## src/rtl/window_blur.sv

```systemverilog
// window_blur: 3-stage box-filter datapath (sum, reciprocal multiply,
// round/saturate) feeding a first-word-fall-through output FIFO with
// line-end tagging, an almost-full hint for upstream and a sticky overflow flag.
module window_blur #(
  parameter int dataWidth    = 8,
  parameter int kernelWidth  = 3,
  parameter int kernelHeight = 3,
  parameter int imageWidth   = 512,
  parameter int fifoDepth    = 8
) (
  input  logic                                          i_clk,
  input  logic                                          i_reset_n,
  input  logic [kernelWidth*kernelHeight*dataWidth-1:0] i_window,
  input  logic                                          i_window_valid,
  output logic [dataWidth-1:0]                          o_pixel_data,
  output logic                                          o_pixel_data_valid,
  input  logic                                          i_pixel_ready,
  output logic                                          o_eol,
  output logic                                          o_almost_full,
  output logic                                          o_overflow
);

  localparam int K      = kernelWidth * kernelHeight;
  localparam int SW     = dataWidth + $clog2(K);
  // product of sum and a 17-bit-max reciprocal; the rounding add cannot carry out
  localparam int PW     = SW + 17;
  localparam int RECIP  = (65536 + K / 2) / K;
  localparam int STAGES = 2;
  localparam int AW     = $clog2(fifoDepth);
  localparam int CW     = AW + 1;
  localparam int XW     = (imageWidth > 1) ? $clog2(imageWidth) : 1;

  localparam logic [PW-1:0] SAT    = {{(PW-dataWidth){1'b0}}, {dataWidth{1'b1}}};
  localparam logic [PW-1:0] HALF   = PW'(32768);
  localparam logic [PW-1:0] RECIPW = PW'(RECIP);
  localparam logic [XW-1:0] LASTC  = XW'(imageWidth - 1);
  localparam logic [CW-1:0] DEPTH  = CW'(fifoDepth);
  localparam logic [CW-1:0] AFULL  = CW'(fifoDepth - 3);

  logic [K-1:0][dataWidth-1:0] pix;
  logic [STAGES:1]             vld_pipe;
  logic [SW-1:0]               sum_c, sum_q;
  logic [PW-1:0]               prod_q, rnd, shr;
  logic [dataWidth-1:0]        res;

  logic [dataWidth-1:0]        mem [fifoDepth];
  logic [AW-1:0]               wr_ptr, rd_ptr;
  logic [CW-1:0]               count;
  logic [XW-1:0]               col;
  logic                        full, push, pop, drop;

  assign pix = i_window;

  // adder over all window pixels; width is sized so the sum never wraps
  always_comb begin
    sum_c = '0;
    for (int i = 0; i < K; i++) sum_c = sum_c + SW'(pix[i]);
  end

  // stage valids advance every cycle; the pipeline never stalls
  always_ff @(posedge i_clk) begin
    if (!i_reset_n) vld_pipe <= '0;
    else            vld_pipe <= {vld_pipe[STAGES-1:1], i_window_valid};
  end

  // S1 sum and S2 reciprocal product; datapath needs no reset, valids gate it
  always_ff @(posedge i_clk) begin
    sum_q  <= sum_c;
    prod_q <= PW'(sum_q) * RECIPW;
  end

  // S3: round to nearest, drop the 16 fraction bits, clamp to full scale
  always_comb begin
    rnd = prod_q + HALF;
    shr = rnd >> 16;
    res = (shr > SAT) ? SAT[dataWidth-1:0] : shr[dataWidth-1:0];
  end

  assign full = (count == DEPTH);
  assign pop  = o_pixel_data_valid & i_pixel_ready;
  // a pop in the same cycle frees the slot, so full+pop still accepts the write
  assign push = vld_pipe[STAGES] & (~full | pop);
  assign drop = vld_pipe[STAGES] & full & ~pop;

  // FIFO storage write
  always_ff @(posedge i_clk) begin
    if (push) mem[wr_ptr] <= res;
  end

  // FIFO pointers and occupancy; pointers wrap naturally (depth is 2^n)
  always_ff @(posedge i_clk) begin
    if (!i_reset_n) begin
      wr_ptr <= '0;
      rd_ptr <= '0;
      count  <= '0;
    end else begin
      if (push) wr_ptr <= wr_ptr + 1'b1;
      if (pop)  rd_ptr <= rd_ptr + 1'b1;
      case ({push, pop})
        2'b10:   count <= count + 1'b1;
        2'b01:   count <= count - 1'b1;
        default: count <= count;
      endcase
    end
  end

  // sticky overflow: any result lost to a full FIFO is remembered until reset
  always_ff @(posedge i_clk) begin
    if (!i_reset_n)  o_overflow <= 1'b0;
    else if (drop)   o_overflow <= 1'b1;
  end

  // column position of the FIFO head; only real handshakes advance it
  always_ff @(posedge i_clk) begin
    if (!i_reset_n) col <= '0;
    else if (pop)   col <= (col == LASTC) ? '0 : col + 1'b1;
  end

  assign o_pixel_data_valid = (count != '0);
  // gate the head so the bus reads zero whenever nothing is buffered
  assign o_pixel_data  = o_pixel_data_valid ? mem[rd_ptr] : '0;
  assign o_eol         = o_pixel_data_valid & (col == LASTC);
  // count in-flight S1/S2 work too: those results will land regardless
  assign o_almost_full = (count + CW'(vld_pipe[1]) + CW'(vld_pipe[STAGES])) >= AFULL;

endmodule
```

## config.mk

```make
export PLATFORM = sky130hd
export DESIGN_NAME = window_blur
export DESIGN_NICKNAME = d
export VERILOG_FILES = /design/src/rtl/window_blur.sv
export SDC_FILE = /design/constraint.sdc
export NUM_CORES = 1
export LEC_CHECK = 0
export ABC_AREA = 1
export ABC_CLOCK_PERIOD_IN_PS = 6110
export BUFFER_PORTS_ARGS = -buffer_cell sky130_fd_sc_hd__buf_4
export CORE_ASPECT_RATIO = 1.25
export CORE_MARGIN = 2
export CORE_UTILIZATION = 55
export CTS_CLUSTER_DIAMETER = 40
export DETAILED_ROUTE_END_ITERATION = 12
export HOLD_SLACK_MARGIN = 0.15
export PLACE_DENSITY = 0.8
export SLEW_MARGIN = 40
export SYNTH_ARGS = -nofsm -noshare
export SYNTH_HDL_FRONTEND = slang
export SYNTH_SLANG_ARGS = --single-unit
```

## constraint.sdc

```tcl
create_clock -name i_clk -period 6.11 [get_ports i_clk]
set_input_delay 0.9165 -clock i_clk [delete_from_list [all_inputs] [get_ports i_clk]]
set_output_delay 0.9165 -clock i_clk [all_outputs]
set_load 0.01 [all_outputs]
```

# Word level (Yosys, flattened, before mapping)
# Memory sizes are Yosys's and may differ from the RTL's. A register that Yosys moved wholly into a read port is not among the register bits.
# Index checks and enable logic that the tools add are counted.
# classes
addsub	16
mul	1
magnitude_cmp	2
n_eq_ne	4
muxes	8
bitwise_logic	8
n_reduce_logical	2
# ops
operator	n
12-bit by 8-bit adder with 12-bit output	4
25-bit by 16-bit adder with 26-bit output (second input constant)	1
12-bit by 12-bit multiplier with 24-bit output (second input constant)	1
8-bit two-way mux	2
11-bit by 8-bit adder with 12-bit output	1
10-bit by 8-bit adder with 11-bit output	1
9-bit by 8-bit adder with 10-bit output	1
10-bit by 8-bit > comparator with 1-bit output (second input constant)	1
8-bit by 8-bit adder with 9-bit output	1
9-bit by 1-bit adder with 9-bit output (second input constant)	1
9-bit equality test (second input constant)	1
9-bit two-way mux	1
4-bit by 1-bit adder with 4-bit output	2
4-bit case mux with 2 select lines	1
3-bit by 1-bit adder with 3-bit output (second input constant)	2
3-bit two-way mux	2
1-bit bitwise AND	5
4-bit by 1-bit adder with 4-bit output (second input constant)	1
4-bit equality test (second input constant)	1
4-bit by 3-bit greater-or-equal comparator with 1-bit output (second input constant)	1
4-bit nonzero test	1
4-bit by 1-bit subtractor with 4-bit output (second input constant)	1
2-bit by 1-bit equality test with 1-bit output (second input constant)	1
2-bit equality test (second input constant)	1
other kinds (4)	6
# totals
ff_bits	58
mem_bits_rw	64
out_inout_bits	12
wordCells	50
n_memories	1
# memory_table
name	depth	width	read_ports	rd_ports_with_merged_regs	wr	line_no	text
mem	8	8	1	1	1	46	logic [dataWidth-1:0] mem [fifoDepth];

# Longest topological paths before layout
# logic_depth
depth_word	8
mapped_depth	20
mapped_depth_nobuf	20

# Least setup slack after synthesis
# Ideal clock, no wire load.
# synth_timing
kind	in2reg
startpoint	input i_window[2]
endpoint	register sum_q[8]
arrival_time_ns	4.276
required_time_ns	5.983
path_slack_ns	1.707
path_stages	15
path_buffers	0
cell_sequence	inv_1 -> fa_1 -> inv_1 -> fa_1 -> fa_1 -> inv_1 -> fa_1 -> inv_1 -> ha_1 -> fa_1 -> nand3_1 -> nand2_1 -> a21oi_1 -> o21ai_0 -> xor2_1
# synth_via
elab_chain_cells	8
# synth_lines
item	line_no	text
start, declared	13	input logic [kernelWidth*kernelHeight*dataWidth-1:0] i_window,
8-bit by 8-bit adder with 9-bit output	57	for (int i = 0; i < K; i++) sum_c = sum_c + SW'(pix[i]);
9-bit by 8-bit adder with 10-bit output	57	
10-bit by 8-bit adder with 11-bit output	57	
11-bit by 8-bit adder with 12-bit output	57	
12-bit by 8-bit adder with 12-bit output (4 in a row)	57	
via sum_c[8]	42	logic [SW-1:0] sum_c, sum_q;
end signal, assigned	68	sum_q <= sum_c;
end, declared	42	
# The timed path passes the listed nets, and every way through them passes these cells.
# A chain may end at the register's enable or synchronous reset.

# Worst setup path in the final report
# layout_timing
startpoint	register sum_q[1]
endpoint	register prod_q[23]
# layout_via
elab_chain_cells	1
# layout_lines
item	line_no	text
12-bit by 12-bit multiplier with 24-bit output	69	prod_q <= PW'(sum_q) * RECIPW;
end signal, assigned	69	
end, declared	43	logic [PW-1:0] prod_q, rnd, shr;
# Every way passes these cells.

==> flow_summary.json <==
{
  "status": "completed",
  "io_pins": 88,
  "cts_buffers": 9,
  "finalCritPeriodShare": 0.722,
  "crit_arrival_ps": 4660,
  "place_inst": 1195,
  "wl_met2_um": 9030,
  "drtIter0Drc": 327,
  "required_ps": 6350,
  "diodes": 0,
  "rows": 51,
  "tns_ps": 0,
  "cts_hold_buf": 0,
  "synth_area_leader_cell": "edfxtp_1",
  "synth_edf_count": 64,
  "vias_per_cell": 5.08,
  "numPortBuffers": 87,
  "r2r-end": "prod_q[23]",
  "synth.yosys.warnings": 0,
  "cpPeakStageDelay_ps": 540,
  "cp_slowest_cell": "fa_1",
  "hpwl_um": 13100,
  "die_w_um": 116,
  "grt_pass1_wl_um": 26300,
  "hold_viol_final": 0,
  "cts_tree": "done",
  "crit_family": "adder cells",
  "finClkSkew_ps": 8.42,
  "cts_root_buf": "clkbuf_16",
  "critical_path_buf_inv_count": 6,
  "gp_congestion": 0.882,
  "rsz0062_at_grt": "false",
  "area_growth_pct": 13.6,
  "cts_resized": 0,
  "clock_path_buffers": 2,
  "ys_seq_area_frac": 0.333,
  "avgRoutedWirePerCell_um": 13.3,
  "ys_top_cells_by_area": "edfxtp_1, fa_1, ha_1",
  "synth_nets": 1161,
  "worstMarginPinSlew_ps": 832,
  "syn_area_sq_um": 8600,
  "clk_pin_slew_worst_paths_ps": 80,
  "grt_pass1_vias": 6123,
  "min_path_type": "reg -> reg",
  "period_minus_slack_ps": 4410,
  "cp-start-kind": "flop",
  "timing.rr.start": "sum_q[1]",
  "drc": 0,
  "multi_input_area_sq_um": 4990,
  "synthFlopType": "edfxtp_1",
  "crit_chain": "inv_1, fa_1, inv_1, ha_1, inv_1, fa_1, inv_1, fa_1, inv_1, fa_1, inv_1, ha_1, nand2_1, o21ai_0, a21oi_1, nand2_1, nand2_1, nand2_1, nand2_1, nand2_1",
  "holdCritStartpoint": "col[7]",
  "dieArea_sq_um": 16700,
  "die_h_um": 144,
  "cts_setup_buffers": 0,
  "grt_max_degree": 34,
  "holdPathStages": 2,
  "overflow": 0,
  "ff2ff_setup_slack_ps": 1700,
  "critPathMaxFanout": 4,
  "core-area_sq_um": 15400,
  "max_freq_ghz": 0.227,
  "drt-met1-wl_um": 6160,
  "track_usage": 0.200,
  "drive_gt1_frac": 0.129,
  "setup_violations": 0,
  "path_class": "reg -> reg",
  "cap_violations": 0,
  "ys_types": 41,
  "finalNetCount": 1248,
  "clkSinkCount": 111,
  "postSynthAreaPerCell_sq_um": 9.49,
  "start_util": 0.557,
  "synthCells": 907,
  "final-seq-area_sq_um": 2860,
  "worstRegToRegCells": 20,
  "totalWireLength_um": 16100,
  "antenna_found_initial": 0,
  "vias": 6151,
  "clock_latency_ps": 350,
  "dr_wl_met3_um": 441,
  "synth-seq-cells": 111,
  "end_kind": "flop",
  "cts_max_level": 3,
  "top_layer_used": "met4",
  "slew_viol_final": 0,
  "detail-route-antenna-nets": 0,
  "relSlewSlack": 0.444,
  "final_cells": 1211,
  "synthArstFlopShare": 0,
  "fillers": 1268,
  "yosysTopAreaCellShare": 0.223,
  "drt_first_pass_iters": 5,
  "holdPathEnd": "col[7]"
}
-- kinds of logic after synthesis --
logic type,synth area share
AO/OA/AOI/OAI,0.0742
XOR/XNOR,0.0265
adder cells (fa/ha/maj),0.332
buffers and inverters,0.0871
flip-flops,0.333
AND/OR/NAND/NOR,0.147
-- state kept, by name, summed over array words and instances, names as in the netlist, named ones only --
signal      count
mem            64
sum_q          12
prod_q         10
col             9
count           4
rd_ptr          3
wr_ptr          3
vld_pipe        2
o_overflow      1
-- synth_stat cells, types with 2 or more instances --
cell	count
a21oi_1	36
clkbuf_1	5
ha_1	94
nand2_2	2
nor2_4	2
nand3_1	26
dfxtp_1	47
o21ai_0	43
nor2_2	2
buf_2	6
fa_1	84
nor4_1	2
nor2_1	117
o32ai_1	16
edfxtp_1	64
nand4_1	14
a21o_1	4
nand2_1	111
nor3_1	5
xor2_1	21
xnor2_1	5
nand3_2	2
inv_2	2
inv_1	180
-- per-layer routing --
metal	vias up	global-route usage
met1	2934	0.216
li1	3087	-
met5	-	0
met3	30	0.0312
met4	0	0.0683
met2	100	0.391
-- layout make-up --
type	instances	area share
multi-input combinational	601	0.511
sequential	111	0.293
inverter	183	0.0706
timing repair buffer	88	0.0676
tap	212	0.0271
clock buffer	9	0.0231
clock inverter	7	0.00743
-- stage by stage --
| stage | util | hold WS, ps | setup WS (ps) | cell area [sq um] |
|---|---|---|---|---|
| CTS | 0.633 | 457 | 1670 | 9770 |
| detailed placement | 0.613 | 442 | 1450 | 9470 |
| finish | 0.633 | 450 | 1700 | 9770 |
| global route | 0.633 | 483 | 1390 | 9770 |
| floorplan | - | 424 | 1710 | 8600 |
| global placement | 0.613 | 434 | 1520 | 9470 |
-- how the worst max path moves through the flow --
stage,from,endpoint,slack [ps],cells past startpoint
after global placement,i_window[2],sum_q[8],1520,16
after floorplan,i_window[2],sum_q[8],1710,15
after detailed placement,i_window[2],sum_q[8],1450,16
final,sum_q[1],prod_q[23],1700,20
after CTS,sum_q[1],prod_q[23],1670,20
after global routing,sum_q[1],prod_q[19],1390,20
-- layout by cell type (no fill, tap or decap), types with 3 or more instances in the layout --
cell type	netlist	layout
o21ai_0	43	43
o32ai_1	16	16
fa_1	84	84
xor2_1	21	21
buf_4	0	88
clkbuf_16	0	9
nor2_1	117	116
ha_1	94	94
xnor2_1	5	5
inv_2	2	3
nor2_2	2	3
nand3_1	26	26
nor3_1	5	5
edfxtp_1	64	64
nand2_1	111	111
inv_1	180	179
nand4_1	14	14
inv_6	0	4
a21oi_1	36	36
a21o_1	4	4
dfxtp_1	47	46
-- worst min-delay path: stages (launching register included) --
cell and delay, ps:
dfxtp_1 320, inv_1 50, a21oi_1 50
Power is not shown: default switching activity piles up to over one toggle a cycle in this logic, so the estimate is an artifact.
